[src/rtl/pattern_det_seq.sv]
// Feeds a valid/ready byte stream MSB-first into a bit-serial pattern detector, counts its hits
// and ends the run at a programmed target; in_ready is high only in FETCH, so peak rate is 9 cycles/byte.
module pattern_det_seq #(
    parameter int unsigned MAX_LEN = 8,
    parameter int unsigned CNT_W   = 8,
    parameter int unsigned LEN_W   = 4
) (
    input  logic               clk,
    input  logic               rst,
    input  logic               cfg_we,
    input  logic [MAX_LEN-1:0] cfg_pattern,
    input  logic [LEN_W-1:0]   cfg_len,
    input  logic [CNT_W-1:0]   cfg_target,
    input  logic               start,
    input  logic               abort,
    input  logic               in_valid,
    input  logic [7:0]         in_data,
    output logic               in_ready,
    output logic [MAX_LEN-1:0] det_pattern,
    output logic [LEN_W-1:0]   det_len,
    output logic               det_clr,
    output logic               det_d,
    output logic               det_valid,
    input  logic               det_hit,
    output logic               busy,
    output logic               done,
    output logic [CNT_W-1:0]   hit_count,
    output logic               err
);

    typedef enum logic [2:0] {
        IDLE  = 3'd0,
        CLEAR = 3'd1,
        FETCH = 3'd2,
        SHIFT = 3'd3,
        DONE  = 3'd4
    } state_t;

    localparam logic [CNT_W:0] CNT_ONE = {{CNT_W{1'b0}}, 1'b1};
    localparam logic [CNT_W-1:0] CNT_MAX = {CNT_W{1'b1}};

    state_t           state, state_nxt;
    logic [CNT_W-1:0] tgt_q;
    logic [7:0]       byte_q;
    logic [2:0]       idx;
    logic [2:0]       idx_dec;

    logic             shadow_ld;
    logic             err_nxt;
    logic             cnt_en;
    logic             cnt_clr;
    logic             take;
    logic             shift_on;
    logic             det_d_nxt;
    logic [LEN_W-1:0] eff_len;
    logic [CNT_W-1:0] eff_tgt;
    logic             cfg_ok;
    logic             tgt_match;

    assign idx_dec = idx - 3'd1;

    always_comb begin
        state_nxt = state;
        shadow_ld = 1'b0;
        err_nxt   = err;
        cnt_en    = 1'b0;
        cnt_clr   = 1'b0;
        take      = 1'b0;
        det_d_nxt = 1'b0;
        shift_on  = 1'b0;

        // A same-cycle write takes part in the legality check of a start.
        eff_len   = cfg_we ? cfg_len : det_len;
        eff_tgt   = cfg_we ? cfg_target : tgt_q;
        cfg_ok    = (eff_len != '0) && (eff_len <= LEN_W'(MAX_LEN)) && (eff_tgt != '0);
        tgt_match = (({1'b0, hit_count} + CNT_ONE) == {1'b0, tgt_q});

        case (state)
            IDLE: begin
                shadow_ld = cfg_we;
                if (start) begin
                    if (cfg_ok) begin
                        err_nxt   = 1'b0;
                        state_nxt = CLEAR;
                    end else begin
                        err_nxt   = 1'b1;
                    end
                end
            end
            CLEAR: begin
                cnt_clr   = 1'b1;
                state_nxt = FETCH;
            end
            FETCH: begin
                cnt_en = det_hit;
                if (det_hit && tgt_match) begin
                    state_nxt = DONE;
                end else if (in_valid && in_ready) begin
                    take      = 1'b1;
                    state_nxt = SHIFT;
                end
            end
            SHIFT: begin
                cnt_en = det_hit;
                if (det_hit && tgt_match) begin
                    state_nxt = DONE;
                end else if (idx == 3'd0) begin
                    state_nxt = FETCH;
                end
            end
            DONE: begin
                // Hit belonging to the last bit sent before DONE.
                cnt_en    = det_hit;
                state_nxt = IDLE;
            end
            default: state_nxt = IDLE;
        endcase

        if (state != IDLE) begin
            if (cfg_we) begin
                err_nxt = 1'b1;
            end
            if (abort) begin
                state_nxt = IDLE;
                cnt_en    = 1'b0;
                cnt_clr   = 1'b0;
                take      = 1'b0;
            end
        end

        shift_on = (state == SHIFT) && (state_nxt == SHIFT);
        if (take) begin
            det_d_nxt = in_data[7];
        end else if (shift_on) begin
            det_d_nxt = byte_q[idx_dec];
        end
    end

    always_ff @(posedge clk or negedge rst) begin
        if (!rst) begin
            state       <= IDLE;
            det_pattern <= '0;
            det_len     <= '0;
            tgt_q       <= '0;
            byte_q      <= '0;
            idx         <= '0;
            err         <= 1'b0;
            hit_count   <= '0;
            in_ready    <= 1'b0;
            busy        <= 1'b0;
            det_clr     <= 1'b0;
            done        <= 1'b0;
            det_valid   <= 1'b0;
            det_d       <= 1'b0;
        end else begin
            state <= state_nxt;
            err   <= err_nxt;

            if (shadow_ld) begin
                det_pattern <= cfg_pattern;
                det_len     <= cfg_len;
                tgt_q       <= cfg_target;
            end

            if (cnt_clr) begin
                hit_count <= '0;
            end else if (cnt_en && (hit_count != CNT_MAX)) begin
                hit_count <= hit_count + 1'b1;
            end

            // idx always names the bit currently presented on det_d.
            if (take) begin
                byte_q <= in_data;
                idx    <= 3'd7;
            end else if (shift_on) begin
                idx    <= idx_dec;
            end

            in_ready  <= (state_nxt == FETCH);
            busy      <= (state_nxt != IDLE);
            det_clr   <= (state_nxt == CLEAR);
            done      <= (state_nxt == DONE);
            det_valid <= (state_nxt == SHIFT);
            det_d     <= det_d_nxt;
        end
    end

endmodule

[config.mk]
export PLATFORM = sky130hd
export DESIGN_NAME = pattern_det_seq
export DESIGN_NICKNAME = d
export VERILOG_FILES = /design/src/rtl/pattern_det_seq.sv
export SDC_FILE = /design/constraint.sdc
export NUM_CORES = 1
export LEC_CHECK = 0
export CAP_MARGIN = 0
export CORE_UTILIZATION = 40
export CTS_CLUSTER_DIAMETER = 80
export DETAILED_ROUTE_END_ITERATION = 6
export GPL_TIMING_DRIVEN = 0
export PLACE_DENSITY_LB_ADDON = 0.08
export RECOVER_POWER = 50
export SYNTH_ARGS = -nofsm -noshare
export SYNTH_HDL_FRONTEND = slang
export SYNTH_SLANG_ARGS = --single-unit
[constraint.sdc]
create_clock -name clk -period 3.5 [get_ports clk]
set_input_delay 0.7 -clock clk [delete_from_list [all_inputs] [get_ports clk]]
set_output_delay 0.7 -clock clk [all_outputs]
set_load 0.005 [all_outputs]
==> flow_metrics.tcl <==
set metrics [dict create \
    status "completed" \
    powerDensity_nw_per_um2 644 \
    p_leak_nw 1.38 \
    avgSynthCellArea_um2 12.1 \
    drt-wirelength-per-cell_um 14.4 \
    max_stage_delay_ns 0.55 \
    drive_above_1_share_pct 21.5 \
    layout.nets 313 \
    endpoint_kind "flip-flop" \
    insertion_delay_ns 0.30 \
    die_area_um2 6570 \
    ant_nets 0 \
    rr_worst_depth 8 \
    holdPathEnd "det_pattern[0]" \
    synth_mux_area_share_pct 15.2 \
    drt-initial-drc-count 74 \
    hpwl_um 3770 \
    cts_resized 0 \
    synth_nets 244 \
    fin_setup_tns_ns 0 \
    drv_cap 0 \
    gr-usage-all-layers_pct 17.0 \
    final_cell_mix "dfrtp_1 (49), clkdlybuf4s50_1 (48), mux2_2 (28)" \
    timing.fmax_ghz 0.399 \
    area_growth_pct 32.4 \
    ys.flop_type "dfrtp_1" \
    start_util_pct 42.0 \
    critical_path.top_delay_family "compound AO/OA/AOI/OAI gates" \
    rsz0062_at_grt "no" \
    avgViaCountPerCell 5.25 \
    cp.required_ns 3.70 \
    gp_congestion 0.789 \
    grt_max_degree 26 \
    grt-busiest-layer "met2" \
    synthCells 206 \
    cts-buffers-inserted 5 \
    synth_top_family_by_area "simple AND/OR/NAND/NOR gates" \
    finalHoldViolCount 0 \
    async_reset_ff_share_pct 100 \
    min_period_ns 2.51 \
    cts_max_path_buffers 2 \
    skew_ns 0.00418 \
    holdPathStages 1 \
    cts_tree "built" \
    yosys_warnings 0 \
    ys_types 50 \
    utilization_pct 55.5 \
    finalMaxSlewViolations 0 \
    fp-row-count 28 \
    port_buffers 61 \
    finalSetupViolCount 0 \
    drtPass1Iterations 4 \
    yosys.area_share.simple_pct 15.7 \
    fin_crit_sh_pct 71.6 \
    drt-total-wl_um 5030 \
    route.detailed.drc 0 \
    use_met2_pct 25.8 \
    die_h_um 81.0 \
    synth_seq_cells 49 \
    arrival_ns 2.70 \
    min-delay-start "det_pattern[0]" \
    ios 62 \
    ys_seq_area_share_pct 49.1 \
    num_vias 1836 \
    worstPathCellList "clkdlybuf4s50_1 > or4_1 > o211ai_1 > o22ai_4 > o211ai_4 > a21oi_2 > a21bo_1" \
    synth-compound-area-share_pct 9.61 \
    maxSlewHeadroom_pct 4.27 \
    grt_pass1_wl_um 8510 \
    synth_edf_count 0 \
    core-area_um2 5960 \
    crit_buf_inv 1 \
    cpMaxStageDelayCell "or4_1" \
    crit_path_start_kind "input pin" \
    die_w_um 81.0 \
    final_common_cell "dfrtp_1" \
    cp_max_fo 6 \
    antenna_found_initial 0 \
    min_path_type "flip-flop to flip-flop" \
    crit_type "input pin to flip-flop" \
    cts_setup_buffers 0 \
    grt-ovfl-total 0 \
    peakVddDrop_mv 0.393 \
    syn_area_um2 2500 \
    regToRegSetupSlack_ns 1.12 \
    synthAdderAreaFrac_pct 1.50 \
    holdBufCountCts 0 \
    grt_pass1_vias 1848 \
    cts-root-buf "clkbuf_8" \
    crit-reg2reg-launch "hit_count[0]" \
    grt_use_met1_pct 23.1 \
    n_antenna_cell 0 \
    grt_use_met3_pct 5.17 \
    h-tree-depth 2 \
    synth-xor-area-share_pct 5.96 \
    clock_sinks 49 \
    r2r-end "in_ready" \
    worstMarginPinSlew_ns 1.44 \
    clk_pin_slew_ns 0.09 \
]
-- sequential cells by signal (all words and copies together) (netlist names), 3 cells and up --
| name | flops |
|---|---|
| tgt_q | 8 |
| byte_q | 8 |
| state | 3 |
| hit_count | 8 |
| det_pattern | 8 |
| idx | 3 |
| det_len | 4 |
-- how the worst max path moves through the flow --
stage | cells after the start | to | slack, ns | start
finish | 7 | idx[0] | 0.99 | cfg_target[0]
global route | 7 | idx[0] | 0.92 | cfg_target[1]
global placement | 1 | det_pattern[4] | 0.22 | rst
detailed placement | 7 | idx[0] | 0.72 | cfg_target[0]
floorplan | 6 | idx[0] | 1.29 | cfg_target[4]
CTS | 7 | idx[0] | 1.05 | cfg_target[0]
-- synth_stat cells, types with 2 or more instances --
| master | n | share of area [%] |
|---|---|---|
| dfrtp_1 | 49 | 49 |
| mux2_2 | 28 | 13 |
| nor2_1 | 14 | 2.1 |
| xnor2_1 | 9 | 3.2 |
| nand2_1 | 8 | 1.2 |
| xor2_1 | 8 | 2.8 |
| a21oi_1 | 5 | 1.0 |
| inv_1 | 5 | 0.75 |
| o21ai_0 | 5 | 1.0 |
| nor3_1 | 4 | 0.80 |
| o21a_1 | 4 | 1.2 |
| or4_1 | 4 | 1.2 |
| buf_4 | 3 | 0.90 |
| ha_1 | 3 | 1.5 |
| nand2b_1 | 3 | 0.75 |
| nand3_1 | 3 | 0.60 |
| nand3b_1 | 3 | 0.90 |
| nor2b_1 | 3 | 0.75 |
| or3_1 | 3 | 0.75 |
| a211oi_1 | 2 | 0.60 |
| a2bb2oi_1 | 2 | 0.70 |
| and2_1 | 2 | 0.50 |
| buf_6 | 2 | 0.90 |
| mux2i_1 | 2 | 0.80 |
| mux4_2 | 2 | 1.8 |
| nand4_1 | 2 | 0.50 |
| nor3b_1 | 2 | 0.60 |
| nor4b_1 | 2 | 0.70 |
| o211ai_2 | 2 | 1.0 |
| or2_2 | 2 | 0.50 |
-- worst register-to-register path: stages (launching register included) --
cell and delay (ns):
dfrtp_1 0.47, ha_1 0.29, nand2_1 0.16, or3_1 0.37, a211oi_1 0.27, o2111a_2 0.30, buf_6 0.15, a21oi_1 0.08
nor3b_2 0.17
-- layer usage --
layer / wire [um] / vias up
li1: - / 874
met1: 2460 / 904
met2: 2170 / 50
met3: 312 / 8
met4: 83 / 0
met5: 0 / -
-- per-stage QoR --
step / cells / instance area (um2) / setup WS [ns] / hold WS (ns) / power, mW
finish: 350 / 3310 / 0.992 / 0.510 / 2.13
detailed placement: 343 / 3220 / 0.719 / 0.494 / 1.83
CTS: 350 / 3310 / 1.05 / 0.405 / 2.18
global route: 350 / 3310 / 0.923 / 0.532 / 2.28
global placement: 342 / 3200 / 0.220 / 0.489 / 1.82
floorplan: 206 / 2500 / 1.29 / 0.404 / 1.46
-- where the power goes --
part | switching (mW) | internal [mW]
Clock | 0.183 | 0.156
Sequential | 0.175 | 0.773
Combinational | 0.314 | 0.528
Total | 0.672 | 1.46
-- cell families after synthesis --
logic type | Yosys count
AO/OA/AOI/OAI | 28
XOR/XNOR | 17
adder cells (fa/ha/maj) | 3
buffers and inverters | 12
flip-flops | 49
multiplexers | 32
AND/OR/NAND/NOR | 65
-- layout make-up --
type	instances	area, um2
fillers	547	2650
flip-flops and latches	49	1230
multi-input cells	145	1200
repair buffers	62	624
well taps	75	93.8
clock buffers	6	82.6
plain buffers	7	53.8
inverters	5	18.8
clock inverters	1	7.51
Note: power is estimated with default switching activity, not from simulation.
